File: src/rtl/sdram_frame_writer_pkg.sv
// Shared definitions for the frame writer and the VGA read path.
// Holds the default geometry, the colour-bar width, the pattern mode
// encodings, the frame-writer FSM state encodings and a small helper
// that maps a colour-bar index to its pixel word.
package sdram_frame_writer_pkg;

    localparam int DEF_H_PIXELS = 640;
    localparam int DEF_V_LINES  = 480;
    localparam int BAR_WIDTH    = 80;

    typedef logic [1:0] mode_t;

    localparam mode_t MODE_SOLID   = 2'd0;
    localparam mode_t MODE_BARS    = 2'd1;
    localparam mode_t MODE_RAMP    = 2'd2;
    localparam mode_t MODE_CHECKER = 2'd3;

    localparam logic [1:0] ST_IDLE     = 2'd0;
    localparam logic [1:0] ST_WRITE    = 2'd1;
    localparam logic [1:0] ST_LINE_END = 2'd2;
    localparam logic [1:0] ST_DONE     = 2'd3;

    // Bar index bit 1 drives red, bit 0 drives blue.
    function automatic logic [15:0] bar_colour(input logic [2:0] idx);
        return {(idx[1] ? 8'hFF : 8'h00), (idx[0] ? 8'hFF : 8'h00)};
    endfunction

endpackage

File: src/rtl/frame_pattern_gen.sv
// Combinational test-pattern generator.
// Ports:
//   i_mode  - pattern select (solid, colour bars, ramp, checker)
//   i_solid - colour used in solid mode
//   i_x     - pixel column (10 bits)
//   i_y     - pixel row (9 bits)
//   o_word  - pixel word, [15:8] red, [7:0] blue
module frame_pattern_gen
    import sdram_frame_writer_pkg::*;
(
    input  logic [1:0]  i_mode,
    input  logic [15:0] i_solid,
    input  logic [9:0]  i_x,
    input  logic [8:0]  i_y,
    output logic [15:0] o_word
);

    logic [2:0] w_bar_idx;
    logic       w_unused_y0;

    // Only the low 3 bits of the bar number are meaningful; wider
    // frames simply wrap the bar sequence.
    assign w_bar_idx   = 3'(i_x / 10'(BAR_WIDTH));
    assign w_unused_y0 = i_y[0];

    always_comb begin
        o_word = 16'h0000;
        case (i_mode)
            MODE_SOLID:   o_word = i_solid;
            MODE_BARS:    o_word = bar_colour(w_bar_idx);
            MODE_RAMP:    o_word = {i_x[9:2], i_y[8:1]};
            MODE_CHECKER: o_word = (i_x[5] ^ i_y[5]) ? 16'hFFFF : 16'h0000;
            default:      o_word = 16'h0000;
        endcase
    end

endmodule

File: src/rtl/sdram_frame_writer.sv
// Writes one full test-pattern frame into the SDRAM write FIFO per
// iSTART pulse, row-major with x fastest, honouring FIFO back-pressure.
// Ports:
//   iCLK, iRST      - write-side clock, synchronous active-high reset
//   iSTART          - pulse requesting a frame (ignored while busy)
//   iMODE, iSOLID   - pattern select and solid colour, latched at start
//   iFIFO_FULL      - write FIFO full; stalls the scan
//   oWR_DATA/oWR_EN - pixel word and write strobe
//   oBUSY, oDONE    - frame in progress, end-of-frame pulse
//   oFRAME_CNT      - completed frames (wraps)
//
// state    | meaning
// IDLE     | waiting for iSTART
// WRITE    | streaming pixels of the current line
// LINE_END | one-cycle gap between lines, advances y
// DONE     | one-cycle end-of-frame pulse, bumps the frame count
module sdram_frame_writer
    import sdram_frame_writer_pkg::*;
#(
    parameter int H_PIXELS = DEF_H_PIXELS,
    parameter int V_LINES  = DEF_V_LINES
) (
    input  logic        iCLK,
    input  logic        iRST,
    input  logic        iSTART,
    input  logic [1:0]  iMODE,
    input  logic [15:0] iSOLID,
    input  logic        iFIFO_FULL,
    output logic [15:0] oWR_DATA,
    output logic        oWR_EN,
    output logic        oBUSY,
    output logic        oDONE,
    output logic [15:0] oFRAME_CNT
);

    localparam logic [9:0] X_LAST = 10'(H_PIXELS - 1);
    localparam logic [8:0] Y_LAST = 9'(V_LINES - 1);

    logic [1:0]  r_state;
    logic [9:0]  r_x;
    logic [8:0]  r_y;
    logic [1:0]  r_mode;
    logic [15:0] r_solid;
    logic        r_busy;
    logic [15:0] r_frame_cnt;
    logic        w_wr_en;

    // A full FIFO simply withholds the strobe; x/y only move on a
    // strobed cycle, so nothing is lost or repeated across a stall.
    assign w_wr_en = (r_state == ST_WRITE) && !iFIFO_FULL;

    always_ff @(posedge iCLK) begin
        if (iRST) begin
            r_state     <= ST_IDLE;
            r_x         <= '0;
            r_y         <= '0;
            r_mode      <= '0;
            r_solid     <= '0;
            r_busy      <= 1'b0;
            r_frame_cnt <= '0;
        end else begin
            case (r_state)
                ST_IDLE: begin
                    if (iSTART) begin
                        r_state <= ST_WRITE;
                        r_mode  <= iMODE;
                        r_solid <= iSOLID;
                        r_x     <= '0;
                        r_y     <= '0;
                        r_busy  <= 1'b1;
                    end
                end
                ST_WRITE: begin
                    if (w_wr_en) begin
                        if (r_x == X_LAST) begin
                            r_x     <= '0;
                            r_state <= ST_LINE_END;
                        end else begin
                            r_x <= r_x + 10'd1;
                        end
                    end
                end
                ST_LINE_END: begin
                    if (r_y == Y_LAST) begin
                        r_state <= ST_DONE;
                    end else begin
                        r_y     <= r_y + 9'd1;
                        r_state <= ST_WRITE;
                    end
                end
                ST_DONE: begin
                    r_frame_cnt <= r_frame_cnt + 16'd1;
                    r_busy      <= 1'b0;
                    r_state     <= ST_IDLE;
                end
                default: r_state <= ST_IDLE;
            endcase
        end
    end

    frame_pattern_gen u_pattern (
        .i_mode  (r_mode),
        .i_solid (r_solid),
        .i_x     (r_x),
        .i_y     (r_y),
        .o_word  (oWR_DATA)
    );

    assign oWR_EN     = w_wr_en;
    assign oBUSY      = r_busy;
    assign oDONE      = (r_state == ST_DONE);
    assign oFRAME_CNT = r_frame_cnt;

endmodule

File: config.mk
export PLATFORM = sky130hd
export DESIGN_NAME = sdram_frame_writer
export DESIGN_NICKNAME = d
export VERILOG_FILES = /design/src/rtl/sdram_frame_writer_pkg.sv /design/src/rtl/frame_pattern_gen.sv /design/src/rtl/sdram_frame_writer.sv
export SDC_FILE = /design/constraint.sdc
export NUM_CORES = 1
export LEC_CHECK = 0
export CORE_UTILIZATION = 52
export DETAILED_ROUTE_END_ITERATION = 12
export PLACE_DENSITY = 0.8
export SYNTH_ARGS = -nofsm -noshare
export SYNTH_HDL_FRONTEND = slang
export SYNTH_SLANG_ARGS = --single-unit
File: constraint.sdc
create_clock -name iCLK -period 2.01 [get_ports iCLK]
set_clock_uncertainty 0.15 [all_clocks]
set_input_delay 0.402 -clock iCLK [delete_from_list [all_inputs] [get_ports iCLK]]
set_output_delay 0.402 -clock iCLK [all_outputs]
set_load 0.1 [all_outputs]
## Yosys cells after proc, flatten, opt, wreduce, memory -nomap -nowiden

Cells that the tools add are included.

| storage, ports and cells | value |
|---|---|
| register bits after elaboration | 56 |
| bits of input ports | 22 |
| output and inout bits | 35 |
| word-level logic and storage cells | 54 |

| cells by class | value |
|---|---|
| $add $sub $neg | 3 |
| divide/modulo/power cells | 1 |
| equality and inequality tests | 12 |
| mux-type cells | 18 |
| bitwise logic cells | 1 |
| reductions and logical operators | 12 |

Operator list:

| operator | count |
|---|---|
| $pmux 16 s4 | 1 |
| $mux 10 | 3 |
| $pmux 10 s2 | 1 |
| $mux 9 | 2 |
| $pmux 9 s2 | 1 |
| $add 16x1->16 const B | 1 |
| $mux 16 | 1 |
| $mux 8 | 2 |
| $add 10x1->10 const B | 1 |
| $div 10x7->10 const B | 1 |
| $eq 10x10->1 const B | 1 |
| $add 9x1->9 const B | 1 |
| $eq 9x9->1 const B | 1 |
| $reduce_and 3->1 | 3 |
| $eq 2x2->1 const B | 4 |
| $mux 2 | 4 |
| $pmux 2 s4 | 1 |
| $ne 2x2->1 const B | 3 |
| $reduce_bool 2->1 | 3 |
| $eq 2x1->1 const B | 2 |
| $logic_not 2->1 | 2 |
| $reduce_and 2->1 | 2 |
| $ne 2x1->1 const B | 1 |
| $pmux 1 s2 | 1 |
| other kinds (4) | 4 |

## Depth between registers and ports, before layout

| logic depth | value |
|---|---|
| word-level depth | 4 |
| depth in mapped cells | 7 |
| gate-level depth less buffers | 5 |

## Cells and area by module

From an unflattened synthesis, not the netlist that was laid out.

| second synthesis, totals | value |
|---|---|
| cells, all modules | 394 |
| area total of the unflattened synthesis | 3176.8 um2 |

By module, submodules not included:

| module | instances | cells an instance | area each (um2) | sequential area each (um2) |
|---|---|---|---|---|
| sdram_frame_writer | 1 | 299 | 2514.9 | 1121.1 |
| frame_pattern_gen | 1 | 95 | 661.9 | 0.0 |

## Least setup slack after synthesis

OpenSTA, ideal clock, no wires.

| timing path | value |
|---|---|
| path type | flip-flop to output port |
| start point | register r_y[5] |
| end point | output oWR_DATA[10] |
| arrival time | 3.277 ns |
| data required time | 1.458 ns |
| path slack | -1.819 ns |
| stages on the path, launching flop included | 6 |
| buffers on the path | 1 |
| cell sequence | dfxtp_1 clkbuf_1 xnor2_1 nand2_1 o21ai_0 a211oi_1 |

| on the way | value |
|---|---|
| longest elaborated chain between the ends | 3 |

Ends and longest elaborated chain:

| item | line | RTL |
|---|---|---|
| from (decl) | sdram_frame_writer.sv:41 | `logic [8:0] r_y;` |
| from (signal assigned) | sdram_frame_writer.sv:87 | `r_y <= r_y + 9'd1;` |
| $xor 1x1->1 | frame_pattern_gen.sv:32 | `MODE_CHECKER: o_word = (i_x[5] ^ i_y[5]) ? 16'hFFFF : 16'h0000;` |
| $mux 16 | frame_pattern_gen.sv:32 |  |
| $pmux 16 s4 | frame_pattern_gen.sv:28 | `case (i_mode)` |
| to (decl) | sdram_frame_writer.sv:29 | `output logic [15:0] oWR_DATA,` |

No other way between the ends.

## Worst setup path in the final report

| timing path | value |
|---|---|
| start point | register r_x[7] |
| end point | output oWR_DATA[14] |

| on the way | value |
|---|---|
| longest elaborated chain between the ends | 3 |

Ends and longest elaborated chain:

| item | line | RTL |
|---|---|---|
| from (decl) | sdram_frame_writer.sv:40 | `logic [9:0] r_x;` |
| from (signal assigned) | sdram_frame_writer.sv:79 | `r_x <= r_x + 10'd1;` |
| $div 10x7->10 | frame_pattern_gen.sv:23 | `assign w_bar_idx = 3'(i_x / 10'(BAR_WIDTH));` |
| $mux 8 | sdram_frame_writer_pkg.sv:25 | `return {(idx[1] ? 8'hFF : 8'h00), (idx[0] ? 8'hFF : 8'h00)};` |
| $pmux 16 s4 | frame_pattern_gen.sv:28 |  |

No other way between the ends.

==> summary.md <==
| Metric | Value |
|---|---|
| Clock power frac | `25.8%` |
| Asr flop ratio synth | `0%` |
| Fin. max-slew vios | `0` |
| Final ANT Viol Nets | `0` |
| Global-route wire length before repair | `16600 um` |
| Die height | `~80 um` |
| Share of layout cells above drive strength 1 | `between 30% and 40%` |
| Synth Warn # | `0` |
| Layout Cells excl Fill | `560` |
| Worst path cell trace | `buf_6 > xor2_1 > o22ai_2 > a211oi_4 > buf_12 > a211oi_4 > buf_12` |
| Switching pwr | `around 0.0010 W` |
| Routed via count | `roughly 3600` |
| Hold bufs inserted after CTS | `0` |
| Final period util | `127%` |
| RR Startpoint | `r_x[4]` |
| Gate Count Post-Synth | `about 400` |
| Buf/Inv on CP | `3` |
| Fin. Hold Viols | `0` |
| Hold worst-path end | `r_solid[6]` |
| Sequential cell area | `roughly 0.0012 mm2` |
| WHS | `0.314 ns` |
| Synth Area per Inst | `slightly below 8 um2` |
| Fin area | `just under 0.005 mm2` |
| Area share of the largest cell type after synthesis | `36.7%` |
| Clock root buffer | `clkbuf_8` |
| Die width | `between 70 and 80 um` |
| Initial Util | `about 55%` |
| Unrepaired setup endpoints after global routing | `true` |
| Post-synthesis sequential area ratio | `between 30% and 40%` |
| Reg power frac | `about two fifths` |
| Die area | `roughly 0.0062 mm2` |
| Crit Path Max Fanout | `7` |
| Post-DP Area | `about 0.0046 mm2` |
| Largest net degree at the start of global routing | `between 40 and 50` |
| Fill count | `approximately 240` |
| Placed Cells incl. Taps | `545` |
| Area growth from synthesis to layout | `62.2%` |
| PD cells | `around 600 mW/mm2` |
| Hold Path Class | `flop to flop` |
| Fmax | `393 MHz` |
| I/O Buffers | `56` |
| Clock slew at reported path FFs | `around 0.1 ns` |
| Rows | `27` |
| DP Worst Slack | `-0.510 ns` |
| Max-Cap Viols | `0` |
| Wire per inst | `about 20 um` |
| Vias per Instance | `around 6.5` |
| Most used DFF post-synth | `dfxtp_1` |
| Slowest CP cell | `dfxtp_4` |
| Tot GR Track Use | `34.6%` |
| Worst setup SP type | `flop` |
| TritonCTS Buffers | `5` |
| Worst-skew pair later-pin latency | `0.32 ns` |
| Worst Hold Launch | `r_solid[6]` |
| Leak | `~1.8 nW` |
| Worst Tran Pin Value | `around 0.54 ns` |
| Area taken by multi-input logic gates | `between 0.002 and 0.0025 mm2` |
| GPL Wtd Cong | `0.937` |
| N_diodes | `0` |
| Worst Path Arrival | `1.99 ns` |
| Crit-path leading delay family | `compound AO/OA/AOI/OAI gates` |
| Type of destination of the critical path | `primary output` |
| Critical path start-end classification | `flop to primary output` |
| Worst R2R End | `r_x[7]` |
| Switch share | `between 30% and 40%` |
| CP peak stage delay | `0.39 ns` |
| Worst EP required | `between 1 and 1.5 ns` |
| Core ar. | `between 0.005 and 0.006 mm2` |
| IO Pins | `57` |
| Post-synth cell types | `between 50 and 60` |
| Final setup viols | `17` |
| Clock Path Buffers | `2` |
| Post-layout minimum cycle time | `between 2 and 3 ns` |
| Reg2reg path depth | `6` |
| EDFF count, synth | `0` |
| GRT overflow | `0` |
| Layout Nets | `between 500 and 600` |
| CTS tree | `built` |
| Pre-antenna DRT Iters | `6` |
| Outcome | `complete, but fails checks` |
| Headroom to the max-slew limit | `63.7%` |
| Initial DRC count | `between 400 and 500` |
| DRC viols | `0` |
| Hpwl dp | `about 6700 um` |
| Mapped Area | `between 0.003 and 0.004 mm2` |
| Initial antenna violation count | `0` |
| Logic gate share of total power | `approximately a third` |
| Post-Route WL | `about 11000 um` |
| Worst path depth | `7` |
| Yosys top cell by area | `dfxtp_1` |
| Synth area leaders | `dfxtp_1 37%, nand2_1 6.6%, a21oi_1 6.5%` |
| Yosys reg bits | `56` |
| Clock tree sinks | `between 50 and 60` |
| Vias in the first global route | `3458` |
| R2R setup slack | `-0.01 ns` |
| P_int | `between 0.0015 and 0.002 W` |
| Failing checks | `setup timing` |
| Fin worst setup slack | `-0.537 ns` |
| Worst vdd ir | `about 430 uV` |
| Synthesized Nets | `422` |
| H-tree depth | `2` |
| WHS Path Cells | `2` |
| Total chip power | `0.00291 W` |
## metrics by stage
| stage | util, % | setup TNS, ns |
|---|---|---|
| after floorplan | - | -9.18 |
| after global placement | 82.5 | -4.96 |
| after detailed placement | 82.5 | -5.73 |
| after CTS | 87.4 | -6.18 |
| after global routing | 88.9 | -8.13 |
| final | 88.9 | -7.56 |
## state kept, by name (all words and copies together), names as in the netlist
register and count:
r_solid 16, r_state 2, r_mode 2, oFRAME_CNT 16
oBUSY 1, r_y 9, r_x 10
## logic make-up after synthesis
kind of cell / share of synthesized area (%)
flip-flops: 36.7
XOR/XNOR: 6.59
adder cells (fa/ha/maj): 1.64
buffers and inverters: 4.63
AO/OA/AOI/OAI: 21.9
AND/OR/NAND/NOR: 27.6
multiplexers: 0.982
## what timing repair did
action,4_1_cts,5_1_grt
endpoints found under the setup margin,17,21
pin swaps,8,13
gates resized for setup,35,17
buffers inserted,5,3
## synthesized netlist by cell type, drive strengths merged, types with 7 or more instances
| master | n |
|---|---|
| nand4 | 8 |
| nor3 | 10 |
| xnor2 | 15 |
| xor2 | 8 |
| dfxtp | 56 |
| a31oi | 9 |
| o21ai | 22 |
| clkbuf | 19 |
| nor2 | 35 |
| or3 | 11 |
| nand2b | 7 |
| nand2 | 54 |
| a211oi | 13 |
| inv | 11 |
| nand3 | 12 |
| a21oi | 40 |
## how the worst max path moves through the flow
| stage | from | endpoint | slack [ns] |
|---|---|---|---|
| after floorplan | r_x[5] | oWR_DATA[0] | -0.68 |
| after global placement | r_x[5] | oWR_DATA[1] | -0.47 |
| after detailed placement | r_x[5] | oWR_DATA[5] | -0.51 |
| after CTS | r_x[5] | oWR_DATA[14] | -0.40 |
| after global routing | r_x[7] | oWR_DATA[14] | -0.55 |
| final | r_x[7] | oWR_DATA[14] | -0.54 |
## power by group through the flow
| stage | Combinational (W) | Clock [W] | Sequential [W] |
|---|---|---|---|
| 3_5_place_dp | 0.000971 | 0 | 0.00117 |
| 4_1_cts | 0.000987 | 0.000744 | 0.00115 |
| 6_report | 0.00101 | 0.000752 | 0.00115 |
| 3_3_place_gp | 0.000954 | 0 | 0.00117 |
| 2_1_floorplan | 0.000618 | 0 | 0.00118 |
| 5_1_grt | 0.00105 | 0.000798 | 0.00115 |
## layout by cell type, fill, tap and decap left out, types with 4 or more instances in the layout
cell type / n
xnor2_1: 14
a211oi_4: 9
nor4_1: 4
buf_4: 42
nand2b_4: 4
nand2_1: 51
xor2_1: 8
a31oi_4: 8
buf_12: 38
ha_1: 4
dfxtp_2: 8
or3_1: 11
a21o_1: 5
buf_6: 5
nor2_1: 34
and4_1: 4
a21oi_1: 40
inv_1: 9
dfxtp_1: 39
nor3_1: 10
clkbuf_8: 5
o21ai_0: 13
dfxtp_4: 9
o21ai_1: 6
nand3_1: 12
nand4_1: 8
clkdlybuf4s50_1: 21
## worst reg2reg max path, stage by stage, from the launching register on
cell and delay (ns):
dfxtp_1 0.44, buf_4 0.18, nand2_1 0.06, a2111o_1 0.41
buf_4 0.16, or3_1 0.34, a21oi_1 0.19
## per-layer routing
metal / track usage [%] / wire length (um) / up-vias
li1: - / - / 1594
met1: 38.8 / 4240 / 1734
met2: 61.8 / 5750 / 236
met5: 0 / 0 / -
met4: 18.9 / 587 / 0
met3: 5.47 / 710 / 62
## final cells by class
class	instances	area share, %
flip-flops and latches	56	23.5
well taps	72	1.82
multi-input cells	305	43.9
repair buffers	108	27.7
clock inverters	2	0.707
clock buffers	6	1.46
inverters	11	0.909
(Power assumes the default switching activity.)
